$ cat src/rtl/updown_counter_pkg.sv
// Shared types and helpers for the three-key up/down counter.
//   rpt_state_t : auto-repeat FSM states
//   clog2       : ceiling log2, used to size debounce and repeat timers
package updown_counter_pkg;

  typedef enum logic [1:0] {
    IDLE = 2'd0,
    HOLD = 2'd1,
    RPT  = 2'd2
  } rpt_state_t;

  function automatic int unsigned clog2(input longint unsigned value);
    int unsigned     r;
    longint unsigned v;
    r = 0;
    v = 1;
    while (v < value) begin
      v = v << 1;
      r++;
    end
    return r;
  endfunction

endpackage

$ cat src/rtl/key_debounce.sv
// Synchronise and debounce one raw push-button.
//   clk_i, rstn_i : clock, async active-low reset
//   key_i         : raw asynchronous key, active-high
//   debkey_o      : debounced level
//   press_o       : one-cycle pulse, registered with the rising debounced level
// The level flips only after DELAY consecutive cycles of the synchronised key
// disagreeing with it; any agreeing cycle restarts the count.
module key_debounce
  import updown_counter_pkg::*;
#(
  parameter int unsigned DELAY = 1000000
) (
  input  logic clk_i,
  input  logic rstn_i,
  input  logic key_i,
  output logic debkey_o,
  output logic press_o
);

  localparam int unsigned CW = (clog2(DELAY) < 1) ? 1 : clog2(DELAY);

  logic          sync1_q, sync2_q;
  logic          deb_q, deb_d;
  logic          press_q, press_d;
  logic [CW-1:0] cnt_q, cnt_d;

  always_comb begin
    cnt_d   = '0;
    deb_d   = deb_q;
    press_d = 1'b0;
    if (sync2_q != deb_q) begin
      if (cnt_q == CW'(DELAY - 1)) begin
        deb_d   = ~deb_q;
        press_d = ~deb_q;
      end else begin
        cnt_d = cnt_q + 1'b1;
      end
    end
  end

  always_ff @(posedge clk_i or negedge rstn_i) begin
    if (!rstn_i) begin
      sync1_q <= 1'b0;
      sync2_q <= 1'b0;
      deb_q   <= 1'b0;
      press_q <= 1'b0;
      cnt_q   <= '0;
    end else begin
      sync1_q <= key_i;
      sync2_q <= sync1_q;
      deb_q   <= deb_d;
      press_q <= press_d;
      cnt_q   <= cnt_d;
    end
  end

  assign debkey_o = deb_q;
  assign press_o  = press_q;

endmodule

$ cat src/rtl/updown_key_counter.sv
// Three-key debounced up/down counter with hold-to-auto-repeat.
//   clk_i, rstn_i                   : clock, async active-low reset
//   up_key_i, down_key_i, clr_key_i : raw push-buttons, active-high
//   sat_mode_i                      : 1 = saturate at 0/MAX_VALUE, 0 = wrap
//   count_o                         : registered count, 0..MAX_VALUE
//   wrap_o                          : one-cycle pulse on a wrap in either direction
//   at_max_o, at_min_o              : registered limit flags
//
// Repeat FSM (one each for up and down)
//   state | meaning
//   IDLE  | key not held; a press pulse steps once and enters HOLD
//   HOLD  | held; steps again after REPEAT_DELAY cycles, then RPT
//   RPT   | held; steps every REPEAT_PERIOD cycles
module updown_key_counter
  import updown_counter_pkg::*;
#(
  parameter int unsigned COUNT_WIDTH   = 8,
  parameter int unsigned MAX_VALUE     = 255,
  parameter int unsigned DEB_DELAY     = 1000000,
  parameter bit          REPEAT_EN     = 1'b1,
  parameter int unsigned REPEAT_DELAY  = 50000000,
  parameter int unsigned REPEAT_PERIOD = 10000000
) (
  input  logic                   clk_i,
  input  logic                   rstn_i,
  input  logic                   up_key_i,
  input  logic                   down_key_i,
  input  logic                   clr_key_i,
  input  logic                   sat_mode_i,
  output logic [COUNT_WIDTH-1:0] count_o,
  output logic                   wrap_o,
  output logic                   at_max_o,
  output logic                   at_min_o
);

  localparam int unsigned TMR_MAX = (REPEAT_DELAY > REPEAT_PERIOD) ? REPEAT_DELAY : REPEAT_PERIOD;
  localparam int unsigned TW      = (clog2(TMR_MAX) < 1) ? 1 : clog2(TMR_MAX);
  localparam logic [COUNT_WIDTH-1:0] MAXV = COUNT_WIDTH'(MAX_VALUE);

  // index 0 = up, 1 = down
  logic [1:0] deb_lvl;
  logic [1:0] press;
  logic [1:0] step;
  logic       clr_press;
  logic       clr_lvl_unused;

  key_debounce #(.DELAY(DEB_DELAY)) u_deb_up (
    .clk_i    (clk_i),
    .rstn_i   (rstn_i),
    .key_i    (up_key_i),
    .debkey_o (deb_lvl[0]),
    .press_o  (press[0])
  );

  key_debounce #(.DELAY(DEB_DELAY)) u_deb_down (
    .clk_i    (clk_i),
    .rstn_i   (rstn_i),
    .key_i    (down_key_i),
    .debkey_o (deb_lvl[1]),
    .press_o  (press[1])
  );

  key_debounce #(.DELAY(DEB_DELAY)) u_deb_clr (
    .clk_i    (clk_i),
    .rstn_i   (rstn_i),
    .key_i    (clr_key_i),
    .debkey_o (clr_lvl_unused),
    .press_o  (clr_press)
  );

  for (genvar g = 0; g < 2; g++) begin : g_rpt
    rpt_state_t    state_q, state_d;
    logic [TW-1:0] tmr_q, tmr_d;
    logic          step_d;

    always_ff @(posedge clk_i or negedge rstn_i) begin
      if (!rstn_i) begin
        state_q <= IDLE;
        tmr_q   <= '0;
      end else begin
        state_q <= state_d;
        tmr_q   <= tmr_d;
      end
    end

    // Release wins over a timer expiry in the same cycle: no step on the way out.
    always_comb begin
      state_d = state_q;
      tmr_d   = tmr_q + 1'b1;
      step_d  = 1'b0;
      if (!REPEAT_EN) begin
        state_d = IDLE;
        tmr_d   = '0;
        step_d  = press[g];
      end else begin
        case (state_q)
          IDLE: begin
            tmr_d = '0;
            if (press[g]) begin
              state_d = HOLD;
              step_d  = 1'b1;
            end
          end
          HOLD: begin
            if (!deb_lvl[g]) begin
              state_d = IDLE;
              tmr_d   = '0;
            end else if (tmr_q == TW'(REPEAT_DELAY - 1)) begin
              state_d = RPT;
              tmr_d   = '0;
              step_d  = 1'b1;
            end
          end
          RPT: begin
            if (!deb_lvl[g]) begin
              state_d = IDLE;
              tmr_d   = '0;
            end else if (tmr_q == TW'(REPEAT_PERIOD - 1)) begin
              tmr_d  = '0;
              step_d = 1'b1;
            end
          end
          default: begin
            state_d = IDLE;
            tmr_d   = '0;
          end
        endcase
      end
    end

    assign step[g] = step_d;
  end

  logic [COUNT_WIDTH-1:0] count_q, count_d;
  logic                   wrap_q, wrap_d;
  logic                   at_max_q, at_min_q;

  // Limits are compared before the +/-1 so unused codes above MAX_VALUE are never produced.
  always_comb begin
    count_d = count_q;
    wrap_d  = 1'b0;
    if (clr_press) begin
      count_d = '0;
    end else if (step[0] ^ step[1]) begin
      if (step[0]) begin
        if (count_q < MAXV) begin
          count_d = count_q + 1'b1;
        end else if (!sat_mode_i) begin
          count_d = '0;
          wrap_d  = 1'b1;
        end
      end else begin
        if (count_q != '0) begin
          count_d = count_q - 1'b1;
        end else if (!sat_mode_i) begin
          count_d = MAXV;
          wrap_d  = 1'b1;
        end
      end
    end
  end

  always_ff @(posedge clk_i or negedge rstn_i) begin
    if (!rstn_i) begin
      count_q  <= '0;
      wrap_q   <= 1'b0;
      at_max_q <= 1'b0;
      at_min_q <= 1'b1;
    end else begin
      count_q  <= count_d;
      wrap_q   <= wrap_d;
      at_max_q <= (count_d == MAXV);
      at_min_q <= (count_d == '0);
    end
  end

  assign count_o  = count_q;
  assign wrap_o   = wrap_q;
  assign at_max_o = at_max_q;
  assign at_min_o = at_min_q;

endmodule

$ cat config.mk
export PLATFORM = sky130hd
export DESIGN_NAME = updown_key_counter
export DESIGN_NICKNAME = d
export VERILOG_FILES = /design/src/rtl/updown_counter_pkg.sv /design/src/rtl/key_debounce.sv /design/src/rtl/updown_key_counter.sv
export SDC_FILE = /design/constraint.sdc
export NUM_CORES = 1
export LEC_CHECK = 0
export CAP_MARGIN = 20
export CORE_MARGIN = 2
export CORE_UTILIZATION = 50
export DETAILED_ROUTE_END_ITERATION = 6
export PLACE_DENSITY_LB_ADDON = 0.12
export RECOVER_POWER = 50
export SLEW_MARGIN = 20
export SYNTH_ARGS = -nofsm -noshare
export SYNTH_HDL_FRONTEND = slang
export SYNTH_SLANG_ARGS = --single-unit
$ cat constraint.sdc
create_clock -name clk_i -period 3.48 [get_ports clk_i]
set_input_delay 0.87 -clock clk_i [delete_from_list [all_inputs] [get_ports clk_i]]
set_output_delay 0.87 -clock clk_i [all_outputs]
set_load 0.02 [all_outputs]
==> results.yml <==
outcome:
  violations: "capacitance limit, slew limit"
  outcome: "finished with violations"
logic_synthesis:
  yosysSeqAreaShare_pct: 46.6
  synth.mux.area_fraction_pct: 1.26
  ys.flop_type: "dfrtp_1"
  synth_cell_type_count: 65
  synthCells: 795
  synth_fa_ha_area_share_pct: 2.68
  synth.top_cell.area_share_pct: 46.3
  yosysMostFrequentCell: "nor2_1"
  synth_top_family_by_area: "simple AND/OR/NAND/NOR gates"
  avgSynthCellArea_sq_um: 9.39
  synth_edf_count: 0
  synth_area_leaders: "dfrtp_1 46%, xor2_1 7.9%, nor2_1 7.2%"
  synth_common_cells: "144 x nor2_1, 138 x dfrtp_1, 67 x xor2_1"
  syn_area_sq_um: 7460
  synth_largest_area_cell: "dfrtp_1"
  ys_ff_latch: 139
  syn-num-nets: 817
  synth_compound_area_share_pct: 7.39
  synthArstFlopShare_pct: 100
  synth_xor_area_share_pct: 12.0
  synth-simple-area-share_pct: 27.5
  synth_warnings: 0
run:
  maxCapViolCount: 1
route:
  drt_wl_total_um: 15600
  drc: 0
  firstDrtPassIters: 7
  drtIter0Drc: 489
  viasPerCell: 5.74
  ant_nets: 0
  vias: 5782
  wire_per_inst_um: 15.5
sta:
  min_period_ns: 3.13
  worst_pin_slew_ns: 1.67
  finClkSkew_ns: 0.00681
  relSlewSlack_pct: -11.2
  fin_crit_sh_pct: 89.9
  fin_setup_tns_ns: 0
  hold_viol_final: 0
  setup_viol: 0
  rsz0062_at_grt: "false"
  max_freq_mhz: 320
  drv_slew: 69
die:
  start_util_pct: 51.4
  ios: 17
  die_w_um: 126
  dieArea_sq_um: 15900
  rows: 44
  core_sq_um: 14500
  die_h_um: 126
setup_path:
  worst-endpoint-arrival_ns: 3.44
  path_buf_inv: 1
  crit_type: "reg2reg"
  endpoint_kind: "flip-flop"
  crit_chain: "inv_1 > ha_1 > nor4bb_1 > nand4bb_1 > a2111oi_4 > or2_1 > a211oi_1 > a31oi_1 > a41oi_1 > nor4_1"
  crit_slowest_cell: "a2111oi_4"
  r2r-start: "g_rpt[1].state_q[0]"
  path_delay_family: "compound AO/OA/AOI/OAI gates"
  worstSetupStartpointType: "flip-flop"
  slowest_delay_ns: 0.52
  ff2ff_setup_slack_ns: 0.35
  cp.required_ns: 3.79
  reg2reg_to: "at_min_o"
  cp_max_fo: 10
  ff2ff_path_depth: 10
final_layout:
  fin_nets: 833
  drive_above_1_share_pct: 7.16
  areaGrowthSynthToFinish_pct: 12.5
  design_area_sq_um: 8400
  fillers: 1252
  antenna_cells: 0
cts:
  clockRootBuffer: "clkbuf_16"
  cts_buffer_depth: 2
  cts.clk_slew.worst_paths_ns: 0.06
  cts_sinks: 139
  cts_htree_levels: 4
  post_cts_buffers: 0
  cts_made_buffers: 17
  cts_tree: "yes"
  cts_resized: 0
  clkLatencyLatePin_ns: 0.42
  hold_buffers: 0
hold_path:
  holdPathStages: 0
  min_to: "u_deb_down.sync2_q"
  hp-class: "reg2reg"
  min_from: "u_deb_down.sync1_q"
placed_design:
  io_buffers: 16
  dpl.hpwl_um: 10700
  place.gp.congestion: 0.911
  dpl_cell_area_sq_um: 7800
grt:
  grt_overflow: 0
  top_usage_layer: "met2"
  met2_usage_pct: 31.4
  grt_pass1_wl_um: 27200
  grt_util_all_layers_pct: 20.9
  grt_util_met1_pct: 29.4
  antenna_found_initial: 0
  grt_max_degree: 69
  use_met3_pct: 5.40
  grt_pass1_vias: 5582
power:
  power_mw: 3.59
  p_leak_nw: 3.50
  p_per_area_nw_per_um2: 428
  peakVddDrop_mv: 0.438
[placed cells by master (no fill, tap or decap), types with 3 or more instances in the layout]
master	instances
clkdlybuf4s50_1	12
nand3_1	57
clkbuf_16	17
nor4bb_1	3
or2_2	4
a31oi_1	6
and2_1	4
nor3b_1	3
a21oi_1	26
xor2_1	67
o21ai_0	22
a41oi_1	3
nand4b_1	3
nor3_1	17
nand3b_1	4
bufinv_16	3
and4_1	6
nor4b_1	7
nor2_1	144
nor4_1	15
inv_1	23
clkbuf_2	3
nand2_1	62
mux2_2	3
and3b_1	3
nand4_1	27
dlygate4sd3_1	3
ha_1	16
and3_1	17
buf_4	4
xnor2_1	33
a211oi_1	3
or3_1	8
mux2i_1	6
dfrtp_1	138
a2111oi_0	3
[registers in the layout, summed over array words and instances (netlist names), 4 cells and up]
| name | cells |
|---|---|
| count_o | 8 |
| g_rpt.state_q | 4 |
| u_deb_clr.cnt_q | 20 |
| u_deb_down.cnt_q | 20 |
| u_deb_up.cnt_q | 20 |
| g_rpt.tmr_q | 52 |
[metrics by stage]
| stage | util, % | hold WS [ns] | cells | setup WS (ns) |
|---|---|---|---|---|
| 6_report | 57.8 | 0.352 | 1008 | 0.352 |
| 5_1_grt | 57.8 | 0.368 | 1008 | 0.0383 |
| 4_1_cts | 57.9 | 0.356 | 1008 | 0.387 |
| 3_5_place_dp | 53.7 | 0.343 | 976 | 0.412 |
| 3_3_place_gp | 53.7 | 0.338 | 976 | 0.484 |
| 2_1_floorplan | - | 0.331 | 795 | 0.742 |
[layout make-up]
cell class / count / area, sq um / share of cell area (%)
Timing Repair Buffer: 23 / 199 / 2.37
Inverter: 23 / 86.3 / 1.03
Multi-Input combinational cell: 607 / 3790 / 45.1
Clock buffer: 20 / 457 / 5.44
Clock inverter: 12 / 161 / 1.92
Tap cell: 184 / 230 / 2.74
Sequential cell: 139 / 3480 / 41.4
[report_power, final]
part / switching (mW) / internal, mW
Combinational: 0.0516 / 0.0153
Clock: 0.712 / 1.17
Sequential: 0.0109 / 1.63
Total: 0.774 / 2.82
[how the worst max path moves through the flow]
stage                        start  endpoint  slack [ns]  cells after the start
2_1_floorplan           count_o[0]  at_min_o        0.74                     11
3_3_place_gp            sat_mode_i  at_max_o        0.48                      8
3_5_place_dp   g_rpt[1].state_q[0]  at_min_o        0.41                     10
4_1_cts        g_rpt[1].state_q[0]  at_min_o        0.39                     10
5_1_grt        g_rpt[1].state_q[0]  at_min_o        0.04                     10
6_report       g_rpt[1].state_q[0]  at_min_o        0.35                     10
[cell families after synthesis]
group	after synthesis
muxes	9
xor gates and xnor gates	101
adders and majority gates	16
AOI/OAI and AO/OA	81
buffers and inverters	49
and+or+nand+nor	400
DFF	139
[worst reg2reg max path, cell delays in order (launching register included)]
cell	delay [ns]
dfrtp_1	0.42
inv_1	0.09
ha_1	0.20
nor4bb_1	0.28
nand4bb_1	0.19
a2111oi_4	0.52
or2_1	0.41
a211oi_1	0.16
a31oi_1	0.32
a41oi_1	0.18
nor4_1	0.25
[routing by layer]
metal	share of wire, %	vias up	routed length (um)
met2	45	130	7040
li1	-	2811	-
met4	1.3	0	204
met1	49	2822	7680
met5	0	-	0
met3	4.3	19	678
No activity file was read; power rests on OpenSTA's default activity.
